<file path="src/rtl/neuron_accumulate_stage.sv">
// Neuron accumulate stage: consumes (input, weight) pairs from the fetch
// stage, runs a signed Q-format multiply-accumulate, then shifts, saturates
// and optionally rectifies the sum before handing one result downstream.
//
// state  | meaning
// -------+---------------------------------------------------------------
// IDLE   | waiting for start; no pairs accepted, no result offered
// ACCUM  | readyNextParam high; each accepted pair is multiplied and summed
// FINISH | one cycle: scale, saturate and rectify the sum into outData
// DONE   | outValid high with outData stable until outReady
module neuron_accumulate_stage #(
    parameter int DATA_W    = 16,
    parameter int FRAC_BITS = 8,
    parameter int ACC_W     = 48,
    parameter int RELU      = 1
) (
    input  logic              clk,
    input  logic              rst,
    input  logic              start,
    input  logic [15:0]       numInputs,
    input  logic [DATA_W-1:0] neuronInput,
    input  logic [DATA_W-1:0] neuronWeight,
    input  logic              paramsReady,
    output logic              readyNextParam,
    output logic [DATA_W-1:0] outData,
    output logic              outValid,
    input  logic              outReady,
    output logic              busy
);

    typedef enum logic [1:0] {
        IDLE   = 2'd0,
        ACCUM  = 2'd1,
        FINISH = 2'd2,
        DONE   = 2'd3
    } state_t;

    localparam logic signed [ACC_W-1:0] SAT_MAX =
        {{(ACC_W-DATA_W+1){1'b0}}, {(DATA_W-1){1'b1}}};
    localparam logic signed [ACC_W-1:0] SAT_MIN =
        {{(ACC_W-DATA_W+1){1'b1}}, {(DATA_W-1){1'b0}}};

    state_t                     state;
    state_t                     next_state;
    logic signed [ACC_W-1:0]    acc;
    logic [15:0]                count;
    logic [15:0]                num_latched;
    logic signed [2*DATA_W-1:0] product;
    logic signed [ACC_W-1:0]    product_ext;
    logic signed [ACC_W-1:0]    shifted;
    logic [DATA_W-1:0]          result;
    logic                       xfer;
    logic                       last_xfer;

    assign product     = $signed(neuronInput) * $signed(neuronWeight);
    assign product_ext = {{(ACC_W-2*DATA_W){product[2*DATA_W-1]}}, product};
    assign xfer        = (state == ACCUM) && paramsReady;
    assign last_xfer   = xfer && (count == num_latched - 16'd1);

    // State register.
    always_ff @(posedge clk or negedge rst) begin
        if (!rst) begin
            state <= IDLE;
        end else begin
            state <= next_state;
        end
    end

    // Next-state decode and state-derived handshake outputs.
    always_comb begin
        next_state     = state;
        readyNextParam = 1'b0;
        outValid       = 1'b0;
        busy           = 1'b1;
        case (state)
            IDLE: begin
                busy = 1'b0;
                if (start) begin
                    next_state = (numInputs == 16'd0) ? FINISH : ACCUM;
                end
            end
            ACCUM: begin
                readyNextParam = 1'b1;
                if (last_xfer) begin
                    next_state = FINISH;
                end
            end
            FINISH: begin
                next_state = DONE;
            end
            DONE: begin
                outValid = 1'b1;
                if (outReady) begin
                    next_state = IDLE;
                end
            end
            default: begin
                next_state = IDLE;
            end
        endcase
    end

    // Scale the sum back to the Q format, clamp to the word range, rectify.
    always_comb begin
        shifted = acc >>> FRAC_BITS;
        if (shifted > SAT_MAX) begin
            result = SAT_MAX[DATA_W-1:0];
        end else if (shifted < SAT_MIN) begin
            result = SAT_MIN[DATA_W-1:0];
        end else begin
            result = shifted[DATA_W-1:0];
        end
        if ((RELU == 1) && result[DATA_W-1]) begin
            result = '0;
        end
    end

    // Accumulator, pair counter, latched length and registered result.
    always_ff @(posedge clk or negedge rst) begin
        if (!rst) begin
            acc         <= '0;
            count       <= '0;
            num_latched <= '0;
            outData     <= '0;
        end else begin
            case (state)
                IDLE: begin
                    if (start) begin
                        acc         <= '0;
                        count       <= '0;
                        num_latched <= numInputs;
                    end
                end
                ACCUM: begin
                    if (xfer) begin
                        acc   <= acc + product_ext;
                        count <= count + 16'd1;
                    end
                end
                FINISH: begin
                    outData <= result;
                end
                default: begin
                end
            endcase
        end
    end

endmodule

</file>
<file path="config.mk">
export PLATFORM = sky130hd
export DESIGN_NAME = neuron_accumulate_stage
export DESIGN_NICKNAME = d
export VERILOG_FILES = /design/src/rtl/neuron_accumulate_stage.sv
export SDC_FILE = /design/constraint.sdc
export NUM_CORES = 1
export LEC_CHECK = 0
export CORE_UTILIZATION = 45
export DETAILED_ROUTE_END_ITERATION = 8
export GPL_TIMING_DRIVEN = 0
export PLACE_DENSITY = 0.61
export SYNTH_ARGS = -nofsm -noshare
export SYNTH_HDL_FRONTEND = slang
export SYNTH_SLANG_ARGS = --single-unit
</file>
<file path="constraint.sdc">
create_clock -name clk -period 4.7 [get_ports clk]
set_input_delay 1.175 -clock clk [delete_from_list [all_inputs] [get_ports clk]]
set_output_delay 1.175 -clock clk [all_outputs]
set_load 0.02 [all_outputs]
</file>
**Yosys cells after proc, flatten, opt, wreduce, memory -nomap -nowiden**

Cells that the tools add are included.

- Multiplexer cells: 17
- Eq/ne operators: 8
- Multiply operators: 1
- Add/subtract/negate cells: 3
- $lt $le $gt $ge: 2
- Reductions and logical operators: 8

Operators by type and width:

| operator | number |
|---|---|
| 48-bit two-way mux | 2 |
| 48-bit case mux with 2 select lines | 1 |
| 16-bit two-way mux | 4 |
| 48-bit by 32-bit adder with 48-bit output | 1 |
| 40-bit by 16-bit > comparator with 1-bit output (second input constant) | 1 |
| 40-bit by 16-bit less-than comparator with 1-bit output (second input constant) | 1 |
| 16-bit by 16-bit multiplier with 32-bit output | 1 |
| 16-bit case mux with 2 select lines | 1 |
| 16-bit by 1-bit adder with 16-bit output (second input constant) | 1 |
| 16-bit equality test | 1 |
| 16-bit zero test | 1 |
| 16-bit by 1-bit subtractor with 16-bit output (second input constant) | 1 |
| 15-bit two-way mux | 1 |
| 2-bit two-way mux | 4 |
| 2-bit != test (second input constant) | 4 |
| 2-bit case mux with 4 select lines | 1 |
| 3-bit AND reduction | 2 |
| 2-bit equality test (second input constant) | 2 |
| 1-bit two-way mux | 3 |
| 2-bit by 1-bit equality test with 1-bit output (second input constant) | 1 |
| 1-bit logical AND | 2 |
| 2-bit zero test | 1 |
| 2-bit AND reduction | 1 |
| 2-bit nonzero test | 1 |

- Bits in registers: 98
- Input bits: 53

**Depth between registers and ports, before layout**

Gate-level depths: netlist (run 1).

- Depth in word-level cells: 5
- Gate-level depth with buffers: 24
- Depth with buffers taken out: 23

**Worst setup path before layout (run 1)**

Ideal clock, no wire load.

- Path type: input port to flip-flop
- Start: input port neuronWeight[1]
- End: register acc[39]
- Arrival: 7550 ps
- Path buffers: 2
- Setup time: 121 ps
- Setup slack: -2971 ps
- Stages: 21
- Path through: clkbuf_1 > nand2_1 > inv_1 > fa_1 > inv_1 > fa_1 > fa_1 > fa_1 > inv_1 > fa_1 > inv_1 > fa_1 > inv_1 > ha_1 > clkbuf_1 > nand2_1 > or4_1 > o211a_1 > o21ai_0 > xnor2_1 > a22o_1

- Longest elaborated chain between the ends: 4

Ends and longest elaborated chain:

| what | RTL line | RTL |
|---|---|---|
| from (decl) | 22 | `input logic [DATA_W-1:0] neuronWeight,` |
| 16-bit by 16-bit multiplier with 32-bit output | 55 | `assign product = $signed(neuronInput) * $signed(neuronWeight);` |
| 48-bit by 32-bit adder with 48-bit output | 136 | `acc <= acc + product_ext;` |
| 48-bit two-way mux | 135 | `if (xfer) begin` |
| 48-bit case mux with 2 select lines | 126 | `case (state)` |
| to (signal assigned) | 136 |  |
| to (decl) | 45 | `logic signed [ACC_W-1:0] acc;` |

Every way passes these cells. The select of a mux whose other input is x is not followed.
A chain may end at the register's enable or synchronous reset.

**Final worst setup path (run 1)**

- Start: input port neuronInput[15]
- End: register acc[45]

- Longest elaborated chain between the ends: 4

Ends and longest elaborated chain:

| what | RTL line | RTL |
|---|---|---|
| from (decl) | 21 | `input logic [DATA_W-1:0] neuronInput,` |
| 16-bit by 16-bit multiplier with 32-bit output | 55 |  |
| 48-bit by 32-bit adder with 48-bit output | 136 |  |
| 48-bit two-way mux | 135 |  |
| 48-bit case mux with 2 select lines | 126 |  |

Every way passes these cells. The select of a mux whose other input is x is not followed.

==> impl_metrics.env, run 1 <==
export IMPL_overflow=0
export IMPL_ys_seq_area_frac=0.133
export IMPL_max_slew_margin=0.321
export IMPL_wirelength_um=49200
export IMPL_fin_skew_ns=0.00998
export IMPL_yosys_warnings=0
export IMPL_grt_max_degree=61
export IMPL_clk_pin_slew_ns=0.07
export IMPL_wl_per_cell_um=18.2
export IMPL_grt_setup_unrepaired="yes"
export IMPL_cpMaxStageDelayCell="fa_2"
export IMPL_syn_nets=2521
export IMPL_final_hold_viol_count=0
export IMPL_ant_nets=0
export IMPL_cp_data_arrival_time_ns=7.20
export IMPL_timing_final_crit_period_ns=6.98
export IMPL_outcome="finished with violations"
export IMPL_register_area_um2=2430
export IMPL_yosys_register_bits=97
export IMPL_h_tree_depth=3
export IMPL_path_cells="buf_12 > clkbuf_16 > nand2_4 > inv_2 > fa_2 > inv_4 > fa_2 > buf_6 > fa_2 > fa_2 > clkinvlp_4 > buf_8 > buf_6 > fa_1 > inv_2 > fa_2 > inv_2 > ha_4 > nand2_4 > or4_4 > o2111ai_4 > a41oi_2 > xnor2_1 > o21ai_1"
export IMPL_critPathMaxStageDelay_ns=0.65
export IMPL_synth_top_area_cell="fa_1"
export IMPL_start_kind="input port"
export IMPL_drive_above_1_share=0.250
export IMPL_ctsHoldBuffers=0
export IMPL_yosys_area_top_type_share=0.398
export IMPL_area_delta_synth_final_pct=26.8
export IMPL_endpoint_kind="flop"
export IMPL_setup_viol=41
export IMPL_grt_pass1_vias=14900
export IMPL_synthesis_area_um2=18200
export IMPL_hold_path_startpoint="acc[1]$_DFFE_PN0P_"
export IMPL_syn_inst=1968
export IMPL_crit_path_start="neuronInput[15]"
export IMPL_drcViolationCount=0
export IMPL_fmax_ghz=0.143
export IMPL_fin_nets=2735
export IMPL_finalCritPeriodShare=1.49
export IMPL_fin_ws_ns=-2.28
export IMPL_synth_edff_count=0
export IMPL_track_usage=0.253
export IMPL_synthArstFlopShare=1.00
export IMPL_clk_latency_ns=0.35
export IMPL_violations="setup timing"
export IMPL_crit_type="input port to flop"
export IMPL_place_hpwl_um=39400
export IMPL_port_buffers=70
export IMPL_cts_tree="built"
export IMPL_synth_area_per_cell_um2=9.26
export IMPL_required_ns=4.91
export IMPL_root_buffer="clkbuf_16"
export IMPL_hold_ws_ns=0.479
export IMPL_drt_initial_drc_count=756
export IMPL_core_um2=39800
export IMPL_multi_input_area_um2=15300
export IMPL_synthFlopType="dfrtp_1"
export IMPL_hold_class="flop to flop"
export IMPL_die_h_um=203
export IMPL_cts_made_buffers=9
export IMPL_crit_top_cell="fa_2"
export IMPL_cts_sinks=97
export IMPL_slew_violations=0
export IMPL_cap_violations=0
export IMPL_die_w_um=203
export IMPL_antenna_cells=0
export IMPL_fill_cells=3474
export IMPL_grt_pass1_wl_um=81600
export IMPL_first_pass_iters=5
export IMPL_antenna_found_initial=0
export IMPL_viasPerCell=5.14
export IMPL_tightestPinTransition_ns=1.02
export IMPL_initial_core_util=0.458
export IMPL_cp_max_fo=7
export IMPL_netlist_top_cells_area="fa_1 (40%), dfrtp_1 (13%), inv_1 (9.6%)"
export IMPL_rows=73
export IMPL_vias=13900
export IMPL_gp_congestion=0.913
export IMPL_boundaryPins=72
export IMPL_clk_path_buf_depth=2
export IMPL_dieArea_um2=41300
export IMPL_synth_cell_types=66
export IMPL_r2r_start="acc[3]$_DFFE_PN0P_"
cell type report:
| class | count | share of cell area |
|---|---|---|
| well taps | 525 | 0.0284 |
| repair buffers | 204 | 0.0812 |
| clock inverters | 6 | 0.00330 |
| inverters | 466 | 0.0767 |
| repair inverters | 1 | 0.000325 |
| plain buffers | 58 | 0.0328 |
| clock buffers | 9 | 0.00975 |
| multi-input cells | 1345 | 0.662 |
| flip-flops and latches | 97 | 0.105 |
placed cells by master (no fill, tap or decap), drive strengths merged, types with 3 or more instances in the layout:
cell,n
or3,4
nor2b,4
a22o,6
nand4,17
nand2,205
o21ai,71
xnor2,53
a31oi,5
clkinvlp,8
nor3,19
xor2,31
and3,5
o21a,5
mux2,17
clkbuf,58
fa,362
a21o,21
o31ai,5
or4,6
inv,464
ha,138
buf,175
nand3,25
o22ai,3
nor4,16
dfrtp,97
and2,124
o21bai,10
clkdlybuf4s50,37
nand2b,5
nor2,78
a21oi,73
o211ai,8
metal layers:
metal / global-route usage / routed length (um) / part of all wire / vias up
met5: 0 / 0 / 0 / -
met4: 0.0422 / 767 / 0.016 / 0
li1: - / - / - / 6417
met1: 0.340 / 21500 / 0.44 / 7157
met3: 0.0288 / 1950 / 0.040 / 50
met2: 0.443 / 25000 / 0.51 / 311
logic make-up after synthesis:
family          synth area share
buf+inv                    0.109
compound gates            0.0757
xor+xnor                  0.0404
mux                       0.0113
simple gates               0.138
other cells             0.000206
fa+ha+maj                  0.492
flops                      0.133
final timing paths:
check,to,slack [ns],cells after the start
setup / recovery,acc[45]$_DFFE_PN0P_,-2.28,24
hold / removal,acc[1]$_DFFE_PN0P_,0.48,2
setup reg to reg,acc[41]$_DFFE_PN0P_,-0.94,22
hold reg to reg,acc[1]$_DFFE_PN0P_,0.48,2
max in group asynchronous,count[13]$_DFFE_PN0P_,3.24,2
min in group asynchronous,acc[1]$_DFFE_PN0P_,0.79,1
flip-flops by register name, indices dropped and copies added, names as in the netlist:
signal       count
acc             48
count           16
num_latched     16
outData         15
state            2
timing repair:
item,4_1_cts,5_1_grt
hold endpoints to repair,0,0
gates cloned,1,0
resized for setup,412,120
buffers inserted,82,54
pin swaps,128,125
setup endpoints to repair,44,42
per-stage QoR:
step	utilization	setup slack [ns]	area [um^2]	setup TNS, ns	instances
2_1_floorplan	-	-2.39	19100	-58.36	1968
6_report	0.580	-2.28	23100	-65.86	2711
3_3_place_gp	0.514	-4.01	20500	-237.62	2563
4_1_cts	0.559	-2.25	22300	-64.45	2660
5_1_grt	0.580	-2.43	23100	-71.84	2711
3_5_place_dp	0.514	-4.01	20500	-116.26	2564
critical path, delay by kind of cell:
kind	cells	cell delay (ns)
AO/OA/AOI/OAI	3	0.48
XOR/XNOR	1	0.19
adder cells (fa/ha/maj)	7	3.64
buffers and inverters	10	1.00
AND/OR/NAND/NOR	3	0.68
synth_stat cells, types with 3 or more instances:
library cell    n
o21ai_0        70
or3_1           4
o21bai_1       10
clkbuf_1       54
inv_1         466
dfrtp_1        97
a21o_1         21
nand3_1        24
nand2_1       205
nand4_1        17
ha_1          138
and2_1        124
nor3_1         19
nor2_1         78
mux2_2         16
nor4_1         14
and3_1          4
a31oi_1         5
o31ai_1         4
a22o_1          6
xor2_1         31
o22ai_1         3
a21oi_1        73
o211ai_1        8
nor2b_1         4
nand2b_1        5
xnor2_1        53
or4_1           5
fa_1          362
o21a_1          5
Power of run 1 is left out: the tool's default activity adds up to more than one toggle a clock period on the data nets, which glitch-free logic cannot reach.
==> run 2, diff against run 1 <==
Settings changed: CORE_MARGIN set to 1, SLEW_MARGIN set to 15.
==> run 2 against run 1 <==
The flow still finishes with violations (setup timing). Core utilization up 1.3 points. First-iteration DRC count up 6.3%. Critical path depth up 1. Sequential share of layout area down 0.24 points. Global-route usage up 0.52 points. Cell area up 2.3%. Register-to-register slack better by 0.22 ns. Critical path type unchanged. Hold slack better by 0.0060 ns. Worst setup slack better by 0.11 ns. Count of clock-buffer cells in the layout up 1.
==> impl_metrics.env, run 2 (synthesized netlist as in run 1, its figures left out) <==
export IMPL_first_pass_iters=6
export IMPL_layout_common_cells="inv_1 (404), fa_1 (332), nand2_1 (178)"
export IMPL_endpoint_kind="flop"
export IMPL_drive_above_1_share=0.268
export IMPL_core_um2=39800
export IMPL_cpMaxStageDelayCell="fa_2"
export IMPL_overflow=0
export IMPL_crit_type="input port to flop"
export IMPL_viasPerCell=5.18
export IMPL_gp_congestion=0.913
export IMPL_wirelength_um=50800
export IMPL_ctsHoldBuffers=0
export IMPL_port_buffers=70
export IMPL_drcViolationCount=0
export IMPL_grt_setup_unrepaired="yes"
export IMPL_antenna_cells=0
export IMPL_top_regs="acc x48, count x16, num_latched x16"
export IMPL_fin_ws_ns=-2.18
export IMPL_die_w_um=203
export IMPL_max_slew_margin=0.326
export IMPL_cp_data_arrival_time_ns=7.11
export IMPL_slew_violations=0
export IMPL_fin_nets=2763
export IMPL_setup_viol=40
export IMPL_grt_pass1_vias=15200
export IMPL_regMostFlops="acc"
export IMPL_vias=14200
export IMPL_fmax_ghz=0.145
export IMPL_violations="setup timing"
export IMPL_antenna_found_initial=0
export IMPL_finalSetupTns_ns=-64.14
export IMPL_cts_tree="built"
export IMPL_cts_made_buffers=9
export IMPL_boundaryPins=72
export IMPL_dieArea_um2=41300
export IMPL_critPathMaxStageDelay_ns=0.69
export IMPL_dp_worst_setup_slack_ns=-4.00
export IMPL_cp_buffers_inverters=9
export IMPL_hold_class="flop to flop"
export IMPL_h_tree_depth=3
export IMPL_timing_final_crit_period_ns=6.88
export IMPL_required_ns=4.93
export IMPL_drt_initial_drc_count=804
export IMPL_crit_family="adder cells"
export IMPL_outcome="finished with violations"
export IMPL_track_usage=0.258
export IMPL_cap_violations=0
export IMPL_ant_nets=0
export IMPL_rows=73
export IMPL_tightestPinTransition_ns=1.01
export IMPL_area_delta_synth_final_pct=29.7
export IMPL_grt_pass1_wl_um=83100
export IMPL_fin_skew_ns=0.0121
export IMPL_rrSetupSlack_ns=-0.72
export IMPL_cp_max_fo=5
export IMPL_finalCritPeriodShare=1.46
export IMPL_start_kind="input port"
export IMPL_root_buffer="clkbuf_16"
export IMPL_cts_sinks=97
export IMPL_final_common_cell="inv_1"
export IMPL_wl_per_cell_um=18.6
export IMPL_clk_latency_ns=0.36
export IMPL_largest_reg_flops=48
export IMPL_die_h_um=203
export IMPL_grt_max_degree=58
export IMPL_initial_core_util=0.458
export IMPL_place_hpwl_um=39300
export IMPL_clk_pin_slew_ns=0.08
export IMPL_clk_path_buf_depth=2
export IMPL_final_hold_viol_count=0
==> run 2: stage by stage <==
| step | instance area, um^2 | cells | utilization | hold WS, ns |
|---|---|---|---|---|
| after floorplan | 19100 | 1968 | - | 0.445 |
| after global placement | 20500 | 2563 | 0.514 | 0.459 |
| after detailed placement | 20500 | 2564 | 0.514 | 0.469 |
| after CTS | 22600 | 2682 | 0.566 | 0.487 |
| after global routing | 23600 | 2740 | 0.593 | 0.529 |
| final | 23600 | 2740 | 0.593 | 0.485 |
==> run 2: worst paths after layout <==
check                               startpoint                   to  cells after the start
hold reg to reg             acc[0]$_DFFE_PN0P_   acc[0]$_DFFE_PN0P_                      2
min in group asynchronous                  rst   acc[1]$_DFFE_PN0P_                      1
max in group asynchronous                  rst  acc[42]$_DFFE_PN0P_                      2
setup reg to reg           acc[15]$_DFFE_PN0P_  acc[38]$_DFFE_PN0P_                     19
setup / recovery               neuronInput[15]  acc[38]$_DFFE_PN0P_                     25
hold / removal              acc[0]$_DFFE_PN0P_   acc[0]$_DFFE_PN0P_                      2
==> run 2: per-layer routing <==
layer / routed length (um) / track usage / share of wire
met4: 1260 / 0.0666 / 0.025
met2: 25700 / 0.445 / 0.51
met3: 1920 / 0.0185 / 0.038
met1: 22000 / 0.352 / 0.43
met5: 0 / 0 / 0
==> run 2: tightest hold or removal path: stages (launching register included) <==
cell     delay (ns)
dfrtp_1        0.35
nand2_1        0.05
nand2_1        0.05
==> run 2: layout make-up <==
class                      instances  area, um^2
fill                            3411       16200
multi-input combinational       1345       15400
sequential                        97        2430
timing repair buffer             232        2220
inverter                         466        1780
buffer                            58         796
tap                              525         657
clock buffer                      10         239
clock inverter                     6        57.6
timing repair inverter             1        7.51
==> run 2: repair_timing <==
| action | in CTS | in global routing |
|---|---|---|
| pin swaps | 163 | 143 |
| setup endpoints to repair | 44 | 42 |
| gates cloned | 2 | 0 |
| hold endpoints to repair | 0 | 0 |
| resized for setup | 421 | 168 |
| setup buffers | 102 | 64 |
Power of run 2 is left out for the same reason.
